File: config.mk
export PLATFORM = sky130hd
export DESIGN_NAME = adder_seq_arbiter_flat
export DESIGN_NICKNAME = d
export VERILOG_FILES = /design/src/rtl/adder_seq_arbiter_pkg.sv /design/src/rtl/adder_seq_arbiter_if.sv /design/src/rtl/adder_seq_arbiter_fa3.sv /design/src/rtl/adder_seq_arbiter.sv /design/src/flat_wrapper.sv
export SDC_FILE = /design/constraint.sdc
export NUM_CORES = 1
export LEC_CHECK = 0
export BUFFER_PORTS_ARGS = -buffer_cell sky130_fd_sc_hd__buf_2
export CAP_MARGIN = 10
export CORE_MARGIN = 5
export CORE_UTILIZATION = 50
export CTS_BUF_LIST = sky130_fd_sc_hd__clkbuf_4
export CTS_CLUSTER_DIAMETER = 100
export DETAILED_ROUTE_END_ITERATION = 6
export PLACE_DENSITY_LB_ADDON = 0.25
export SLEW_MARGIN = 10
export SYNTH_ARGS = -nofsm -noshare
export SYNTH_HDL_FRONTEND = slang
export SYNTH_SLANG_ARGS = --single-unit
File: constraint.sdc
create_clock -name clk -period 1.6 [get_ports clk]
set_clock_uncertainty 0.1 [all_clocks]
set_input_delay 0.16 -clock clk [delete_from_list [all_inputs] [get_ports clk]]
set_output_delay 0.16 -clock clk [all_outputs]
set_load 0.02 [all_outputs]
File: src/rtl/adder_seq_arbiter_pkg.sv
// Shared definitions for the chunked adder arbiter: chunk width,
// requester count and FSM state encoding.
package adder_seq_arbiter_pkg;

    localparam int unsigned CHUNK_W = 3;
    localparam int unsigned NUM_REQ = 2;

    typedef enum logic [1:0] {
        IDLE,
        RUN,
        DONE
    } state_t;

endpackage

File: src/rtl/adder_seq_arbiter_if.sv
// Request/grant/result bundle between the two requesters and the arbiter.
interface adder_seq_arbiter_if #(
    parameter int unsigned OP_W = 9
);
    import adder_seq_arbiter_pkg::*;

    logic [NUM_REQ-1:0] req;
    logic [OP_W-1:0]    a0;
    logic [OP_W-1:0]    b0;
    logic               sub0;
    logic [OP_W-1:0]    a1;
    logic [OP_W-1:0]    b1;
    logic               sub1;
    logic [NUM_REQ-1:0] gnt;
    logic [NUM_REQ-1:0] done;
    logic [OP_W-1:0]    result;
    logic               cout;
    logic               busy;

    modport master (
        output req, a0, b0, sub0, a1, b1, sub1,
        input  gnt, done, result, cout, busy
    );

    modport slave (
        input  req, a0, b0, sub0, a1, b1, sub1,
        output gnt, done, result, cout, busy
    );

endinterface

File: src/rtl/adder_seq_arbiter_fa3.sv
// Three-bit ripple adder with carry in/out; the shared datapath.
module full_adder_3bit (
    input  logic [2:0] a,
    input  logic [2:0] b,
    input  logic       cin,
    output logic [2:0] sum,
    output logic       cout
);

    assign {cout, sum} = {1'b0, a} + {1'b0, b} + {3'b000, cin};

endmodule

File: src/rtl/adder_seq_arbiter.sv
// Round-robin arbiter sharing one 3-bit adder between two requesters,
// sequencing OP_W-bit add/subtract one chunk per cycle, LSB chunk first.
module adder_seq_arbiter
    import adder_seq_arbiter_pkg::*;
#(
    parameter int unsigned OP_W = 9
) (
    input logic                clk,
    input logic                rst_n,
    adder_seq_arbiter_if.slave bus
);

    localparam int unsigned     N        = OP_W / CHUNK_W;
    localparam int unsigned     IDX_W    = (N > 1) ? $clog2(N) : 1;
    localparam logic [IDX_W-1:0] LAST_IDX = IDX_W'(N - 1);

    state_t state;
    state_t state_nxt;

    logic [OP_W-1:0]         a_q;
    logic [OP_W-1:0]         b_q;
    logic [OP_W-1:0]         sum_q;
    logic                    carry_q;
    logic [IDX_W-1:0]        idx_q;
    logic                    owner_q;
    logic                    last_q;

    logic                    any_req;
    logic                    win;
    logic                    sel_sub;
    logic [OP_W-1:0]         sel_a;
    logic [OP_W-1:0]         sel_b;
    logic [NUM_REQ-1:0]      gnt_nxt;
    logic [NUM_REQ-1:0]      done_nxt;
    logic                    busy_nxt;

    logic [CHUNK_W-1:0]      fa_sum;
    logic                    fa_cout;
    logic [OP_W+CHUNK_W-1:0] sum_cat;

    full_adder_3bit u_fa (
        .a    (a_q[CHUNK_W-1:0]),
        .b    (b_q[CHUNK_W-1:0]),
        .cin  (carry_q),
        .sum  (fa_sum),
        .cout (fa_cout)
    );

    // Operands shift down each chunk so the adder always sees bit 0; the sum
    // shifts in from the top and is fully aligned after N chunks.
    assign sum_cat = {fa_sum, sum_q};

    assign any_req = |bus.req;

    always_comb begin
        win = bus.req[1];
        if (bus.req[0] && bus.req[1]) begin
            win = ~last_q;
        end
        sel_sub = win ? bus.sub1 : bus.sub0;
        sel_a   = win ? bus.a1 : bus.a0;
        sel_b   = (win ? bus.b1 : bus.b0) ^ {OP_W{sel_sub}};
    end

    always_ff @(posedge clk or negedge rst_n) begin
        if (!rst_n) begin
            state <= IDLE;
        end else begin
            state <= state_nxt;
        end
    end

    always_comb begin
        state_nxt = state;
        case (state)
            IDLE: if (any_req) state_nxt = RUN;
            RUN:  if (idx_q == LAST_IDX) state_nxt = DONE;
            DONE: state_nxt = IDLE;
            default: state_nxt = IDLE;
        endcase
    end

    always_comb begin
        gnt_nxt  = '0;
        done_nxt = '0;
        busy_nxt = (state_nxt != IDLE);
        if (state == IDLE && any_req) begin
            gnt_nxt[win] = 1'b1;
        end
        if (state == DONE) begin
            done_nxt[owner_q] = 1'b1;
        end
    end

    always_ff @(posedge clk or negedge rst_n) begin
        if (!rst_n) begin
            a_q        <= '0;
            b_q        <= '0;
            sum_q      <= '0;
            carry_q    <= 1'b0;
            idx_q      <= '0;
            owner_q    <= 1'b0;
            last_q     <= 1'b1;
            bus.gnt    <= '0;
            bus.done   <= '0;
            bus.result <= '0;
            bus.cout   <= 1'b0;
            bus.busy   <= 1'b0;
        end else begin
            bus.gnt  <= gnt_nxt;
            bus.done <= done_nxt;
            bus.busy <= busy_nxt;
            case (state)
                IDLE: begin
                    if (any_req) begin
                        a_q     <= sel_a;
                        b_q     <= sel_b;
                        carry_q <= sel_sub;
                        idx_q   <= '0;
                        owner_q <= win;
                    end
                end
                RUN: begin
                    a_q     <= a_q >> CHUNK_W;
                    b_q     <= b_q >> CHUNK_W;
                    sum_q   <= sum_cat[OP_W+CHUNK_W-1:CHUNK_W];
                    carry_q <= fa_cout;
                    idx_q   <= idx_q + 1'b1;
                end
                DONE: begin
                    bus.result <= sum_q;
                    bus.cout   <= carry_q;
                    last_q     <= owner_q;
                end
                default: ;
            endcase
        end
    end

endmodule

File: src/flat_wrapper.sv
// flat-port wrapper written by rule: the top's interface ports become plain ports
module adder_seq_arbiter_flat import adder_seq_arbiter_pkg::*;
#(
    parameter int unsigned OP_W = 9
)
  (clk, rst_n, bus_req, bus_a0, bus_b0, bus_sub0, bus_a1, bus_b1, bus_sub1, bus_gnt, bus_done, bus_result, bus_cout, bus_busy);
  adder_seq_arbiter_if #(.OP_W(OP_W)) bus_i ();
  input logic clk;
  input logic rst_n;
  input wire logic [$bits(bus_i.req)-1:0] bus_req;
  input wire logic [$bits(bus_i.a0)-1:0] bus_a0;
  input wire logic [$bits(bus_i.b0)-1:0] bus_b0;
  input wire logic [$bits(bus_i.sub0)-1:0] bus_sub0;
  input wire logic [$bits(bus_i.a1)-1:0] bus_a1;
  input wire logic [$bits(bus_i.b1)-1:0] bus_b1;
  input wire logic [$bits(bus_i.sub1)-1:0] bus_sub1;
  output wire logic [$bits(bus_i.gnt)-1:0] bus_gnt;
  output wire logic [$bits(bus_i.done)-1:0] bus_done;
  output wire logic [$bits(bus_i.result)-1:0] bus_result;
  output wire logic [$bits(bus_i.cout)-1:0] bus_cout;
  output wire logic [$bits(bus_i.busy)-1:0] bus_busy;
  assign bus_i.req = bus_req;
  assign bus_i.a0 = bus_a0;
  assign bus_i.b0 = bus_b0;
  assign bus_i.sub0 = bus_sub0;
  assign bus_i.a1 = bus_a1;
  assign bus_i.b1 = bus_b1;
  assign bus_i.sub1 = bus_sub1;
  assign bus_gnt = bus_i.gnt;
  assign bus_done = bus_i.done;
  assign bus_result = bus_i.result;
  assign bus_cout = bus_i.cout;
  assign bus_busy = bus_i.busy;
  adder_seq_arbiter #(.OP_W(OP_W)) u_core (.clk(clk), .rst_n(rst_n), .bus(bus_i));
endmodule
==> report_table.html <==
<table>
<tr><th>Metric</th><th>Value</th></tr>
<tr><th colspan="2">Outcome</th></tr>
<tr><td>Status</td><td>finished, final reports clean</td></tr>
<tr><th colspan="2">Setup path</th></tr>
<tr><td>Crit path launch type</td><td>flop</td></tr>
<tr><td>CP max-delay cell</td><td>sky130_fd_sc_hd__dfrtp_1</td></tr>
<tr><td>Largest fanout on the critical path</td><td>2</td></tr>
<tr><td>Cell count of the worst reg-to-reg path</td><td>4</td></tr>
<tr><td>Setup Crit Path Kind</td><td>reg -&gt; reg</td></tr>
<tr><td>CP Launch Point</td><td>u_core.a_q[0]</td></tr>
<tr><td>Largest stage delay on the critical path</td><td>0.43 ns</td></tr>
<tr><td>Start of the worst register-to-register path</td><td>u_core.a_q[0]</td></tr>
<tr><td>Crit path arrival time</td><td>1.75 ns</td></tr>
<tr><td>Critical Path End Type</td><td>flop</td></tr>
<tr><td>Worst reg2reg setup slack</td><td>0.05 ns</td></tr>
<tr><td>Chain of cells forming the critical path</td><td>fa_2 &gt; inv_2 &gt; fa_1 &gt; o21ai_1</td></tr>
<tr><td>Endpoint of the most critical register-to-register path</td><td>u_core.sum_q[7]</td></tr>
<tr><td>Required time of the critical path</td><td>1.80 ns</td></tr>
<tr><th colspan="2">Route</th></tr>
<tr><td>Post-detailed-route count of antenna-violating nets</td><td>0</td></tr>
<tr><td>Iteration-0 DRC count of the detailed router</td><td>176</td></tr>
<tr><td>Final Routed Wirelength</td><td>5.40 mm</td></tr>
<tr><td>Routed WL per cell</td><td>15.1 µm</td></tr>
<tr><td>Total number of vias</td><td>1,914</td></tr>
<tr><td>Total DRC errors in the routed layout</td><td>0</td></tr>
<tr><td>Pre-antenna DRT Iters</td><td>4</td></tr>
<tr><td>Via count normalized by instance count</td><td>5.36</td></tr>
<tr><th colspan="2">Global route</th></tr>
<tr><td>Vias in the first global route</td><td>1,927</td></tr>
<tr><td>Global-route usage over all layers</td><td>18.0%</td></tr>
<tr><td>Wire length of the first global-routing pass</td><td>8.94 mm</td></tr>
<tr><td>Sum of overflow across all layers after global routing</td><td>0</td></tr>
<tr><td>Maximum number of pins on one net before global-route repair</td><td>29</td></tr>
<tr><td>Number of antenna violations at the first check in global routing</td><td>0</td></tr>
<tr><th colspan="2">Clock tree</th></tr>
<tr><td>Cts bufs inserted</td><td>5</td></tr>
<tr><td>Max Buffers Root-to-Sink</td><td>2</td></tr>
<tr><td>CTS tree</td><td>done</td></tr>
<tr><td>Clock latency on the worst-skew pair</td><td>0.36 ns</td></tr>
<tr><td>Post-CTS setup repair buffer count</td><td>0</td></tr>
<tr><td>Clock H-tree levels</td><td>2</td></tr>
<tr><td>Clock transition at path regs</td><td>0.14 ns</td></tr>
<tr><td>Root buf cell</td><td>sky130_fd_sc_hd__clkbuf_4</td></tr>
<tr><td>Clk sinks</td><td>49</td></tr>
<tr><th colspan="2">Timing</th></tr>
<tr><td>Fin crit share</td><td>96.9%</td></tr>
<tr><td>Number of pins exceeding their max-slew limit in the final report</td><td>0</td></tr>
<tr><td>Rel. slew slack</td><td>66.2%</td></tr>
<tr><td>Max Freq</td><td>0.645 GHz</td></tr>
<tr><td>Hold WS</td><td>0.00125 ns</td></tr>
<tr><td>Unrepaired setup endpoints after global routing</td><td>yes</td></tr>
<tr><td>Final-report setup violation count</td><td>0</td></tr>
<tr><td>Pin slew with the least headroom to its limit</td><td>0.506 ns</td></tr>
<tr><td>Fin crit period</td><td>1.55 ns</td></tr>
<tr><td>Final hold viol count</td><td>0</td></tr>
<tr><th colspan="2">Power and ir drop</th></tr>
<tr><td>Sequential power share</td><td>40.4%</td></tr>
<tr><td>Clock network fraction of total power</td><td>17.1%</td></tr>
<tr><td>Switching portion of total power</td><td>37.1%</td></tr>
<tr><td>Relative contribution of combinational cells to total power</td><td>42.5%</td></tr>
<tr><td>Leak pwr</td><td>0.00157 µW</td></tr>
<tr><td>Sw Pwr</td><td>1880 µW</td></tr>
<tr><td>P per Cell Area</td><td>1640 nW/µm²</td></tr>
<tr><td>Internal power summed over all cells</td><td>3190 µW</td></tr>
<tr><td>Pwr Total</td><td>5080 µW</td></tr>
<tr><td>Peak supply drop</td><td>0.000700 V</td></tr>
<tr><th colspan="2">Cells and area</th></tr>
<tr><td>Layout overhead on the synthesized area</td><td>28.7%</td></tr>
<tr><td>Area of all sequential standard cells</td><td>1230 µm²</td></tr>
<tr><td>Finished Layout Cells</td><td>357</td></tr>
<tr><td>Filler cell count</td><td>358</td></tr>
<tr><td>Final net count</td><td>349</td></tr>
<tr><td>Count of inserted antenna diode cells</td><td>0</td></tr>
<tr><td>Layout cells sized above 1</td><td>34.3%</td></tr>
<tr><td>Area used by multi-input combinational logic</td><td>1060 µm²</td></tr>
<tr><td>Fin util</td><td>66.0%</td></tr>
<tr><td>Post-route standard cell area excluding fillers</td><td>3100 µm²</td></tr>
<tr><th colspan="2">Logic synthesis</th></tr>
<tr><td>Post-Synthesis Cell Area</td><td>2400 µm²</td></tr>
<tr><td>Number of standard cells after synthesis</td><td>217</td></tr>
<tr><td>Adder-cell share of the synthesized area</td><td>3.23%</td></tr>
<tr><td>Count of yosys warnings during synthesis</td><td>0</td></tr>
<tr><td>Library cells used by synthesis</td><td>39</td></tr>
<tr><td>Compound-gate portion of the synthesized area</td><td>13.3%</td></tr>
<tr><td>Fraction of synthesized area in multiplexers</td><td>8.01%</td></tr>
<tr><td>Register bit total from synthesis</td><td>49</td></tr>
<tr><td>Combinational family with the most area after synthesis</td><td>compound AO/OA/AOI/OAI gates</td></tr>
<tr><td>Avg Cell Area, Syn</td><td>11.1 µm²</td></tr>
<tr><td>Xor/xnor share of the synthesized area</td><td>6.92%</td></tr>
<tr><td>Share of synthesized area occupied by flip-flops and latches</td><td>51.0%</td></tr>
<tr><td>Synthesized net count</td><td>264</td></tr>
<tr><td>Post-synthesis simple-gate area fraction</td><td>12.6%</td></tr>
<tr><th colspan="2">Die</th></tr>
<tr><td>Die ar.</td><td>6300 µm²</td></tr>
<tr><td>Die X-Extent</td><td>79.4 µm</td></tr>
<tr><td>Starting density of the core</td><td>51.3%</td></tr>
<tr><td>Core Rows</td><td>25</td></tr>
<tr><td>Standard cell core area</td><td>4690 µm²</td></tr>
<tr><td>Top-level I/O count</td><td>57</td></tr>
<tr><td>Floorplan die height</td><td>79.4 µm</td></tr>
<tr><th colspan="2">Min path</th></tr>
<tr><td>Endpoint of the worst hold path</td><td>u_core.a_q[8]</td></tr>
<tr><td>Worst Hold Class</td><td>in -&gt; reg</td></tr>
<tr><td>Beginning of the worst hold path</td><td>bus_a1[8]</td></tr>
<tr><td>Number of cells traversed by the worst hold path</td><td>3</td></tr>
<tr><th colspan="2">Run</th></tr>
<tr><td>Max capacitance violation total</td><td>0</td></tr>
<tr><th colspan="2">Placed design</th></tr>
<tr><td>Area of placed instances</td><td>2820 µm²</td></tr>
<tr><td>Input/output buffers</td><td>56</td></tr>
<tr><td>Final weighted congestion in routability-driven placement</td><td>0.765</td></tr>
<tr><td>Dpl cells</td><td>332</td></tr>
<tr><td>DPL Wire Length</td><td>3.78 mm</td></tr>
</table>
## metal layers
layer | GRT usage, % | vias to the layer above | routed length (µm)
li1 | - | 924 | -
met1 | 23.0 | 910 | 2300
met2 | 30.2 | 66 | 2670
met3 | 3.63 | 14 | 331
met4 | 6.70 | 0 | 97
met5 | 0 | - | 0
## layout make-up
| type | instances | share of cell area [%] |
|---|---|---|
| flip-flops and latches | 49 | 39.7 |
| clock inverters | 3 | 2.10 |
| inverters | 6 | 0.808 |
| clock buffers | 5 | 1.21 |
| well taps | 54 | 2.18 |
| repair buffers | 91 | 19.7 |
| multi-input cells | 149 | 34.3 |
## registers in the layout, indices dropped and copies added, names as in the netlist
register           flops
u_core.idx_q           2
u_core.bus.busy        1
u_core.bus.cout        1
u_core.a_q             9
u_core.bus.done        2
u_core.bus.result      9
u_core.carry_q         1
u_core.last_q          1
u_core.state           2
u_core.sum_q           9
u_core.owner_q         1
u_core.b_q             9
u_core.bus.gnt         2
## per-stage QoR
stage	TNS, ns	setup slack, ns
3_3_place_gp	0	0.00109
6_report	0	0.0501
3_5_place_dp	-0.0107	-0.0107
4_1_cts	0	0.0108
2_1_floorplan	0	0.0250
5_1_grt	-0.00644	-0.00644
## worst max-delay path, delay by kind of cell, from the launching register on
family | cells | cell delay [ns]
adders and majority gates | 2 | 0.79
DFF | 1 | 0.43
buffers and inverters | 1 | 0.06
AOI/OAI and AO/OA | 1 | 0.12
## cell usage in the layout (no fill, tap or decap), drive strengths merged, types with 7 or more instances in the layout
| cell | netlist | routed |
|---|---|---|
| dfrtp | 48 | 48 |
| mux2i | 8 | 8 |
| nand2 | 30 | 30 |
| o2bb2ai | 7 | 7 |
| buf | 10 | 74 |
| xor2 | 19 | 19 |
| mux2 | 10 | 10 |
| o21ai | 15 | 15 |
| nor2 | 13 | 13 |
| dlygate4sd3 | 0 | 17 |
| nand3 | 11 | 11 |
## power by group through the flow
stage	Combinational, µW	Clock (µW)	Sequential, µW
2_1_floorplan	1280	0	2180
3_3_place_gp	2080	0	2050
3_5_place_dp	2110	0	2070
4_1_cts	2150	889	2050
5_1_grt	2370	938	2120
6_report	2160	869	2050
## cell families after synthesis
logic type,after synthesis
AND/OR/NAND/NOR,64
flip-flops,49
AO/OA/AOI/OAI,43
XOR/XNOR,19
buffers and inverters,19
multiplexers,18
adder cells (fa/ha/maj),5
## how the worst max path moves through the flow
| stage | to | slack [ns] | depth (start not counted) |
|---|---|---|---|
| after global placement | u_core.sum_q[7] | 0.001 | 4 |
| final | u_core.sum_q[7] | 0.05 | 4 |
| after detailed placement | u_core.sum_q[7] | -0.01 | 4 |
| after floorplan | u_core.sum_q[7] | 0.02 | 4 |
| after global routing | u_core.sum_q[7] | -0.006 | 4 |
| after CTS | u_core.sum_q[7] | 0.01 | 4 |
## synthesized netlist by cell type, drive strengths merged
cell type	count	area, µm²
and2b	1	7.51
clkbuf	3	11.3
dfstp	1	26.3
nand2b	3	26.3
nand3	11	55.1
mux2i	8	80.1
o211ai	1	7.51
xor2	19	166
o21ai	15	78.8
a21o	2	15.0
a21boi	1	11.3
buf	10	81.3
nor3	2	15.0
nor3b	1	12.5
o311ai	5	43.8
nor2	13	56.3
a21oi	3	15.0
o221ai	2	23.8
mux2	10	113
inv	6	25.0
nand2	30	113
ha	3	37.5
fa	2	40.0
a32oi	6	52.6
dfrtp	48	1200
a21bo	1	10.0
o2bb2ai	7	61.3
and2	2	12.5
or2	1	6.26
## what timing repair did
item | 4_1_cts | 5_1_grt
setup endpoints to repair | 1 | 3
endpoints found under the hold margin | 28 | 0
gates resized for setup | 1 | 2
cloned | 0 | 0
pin swaps | 0 | 2
hold buffers | 17 | 0
Power figures use the tool's default switching activity.
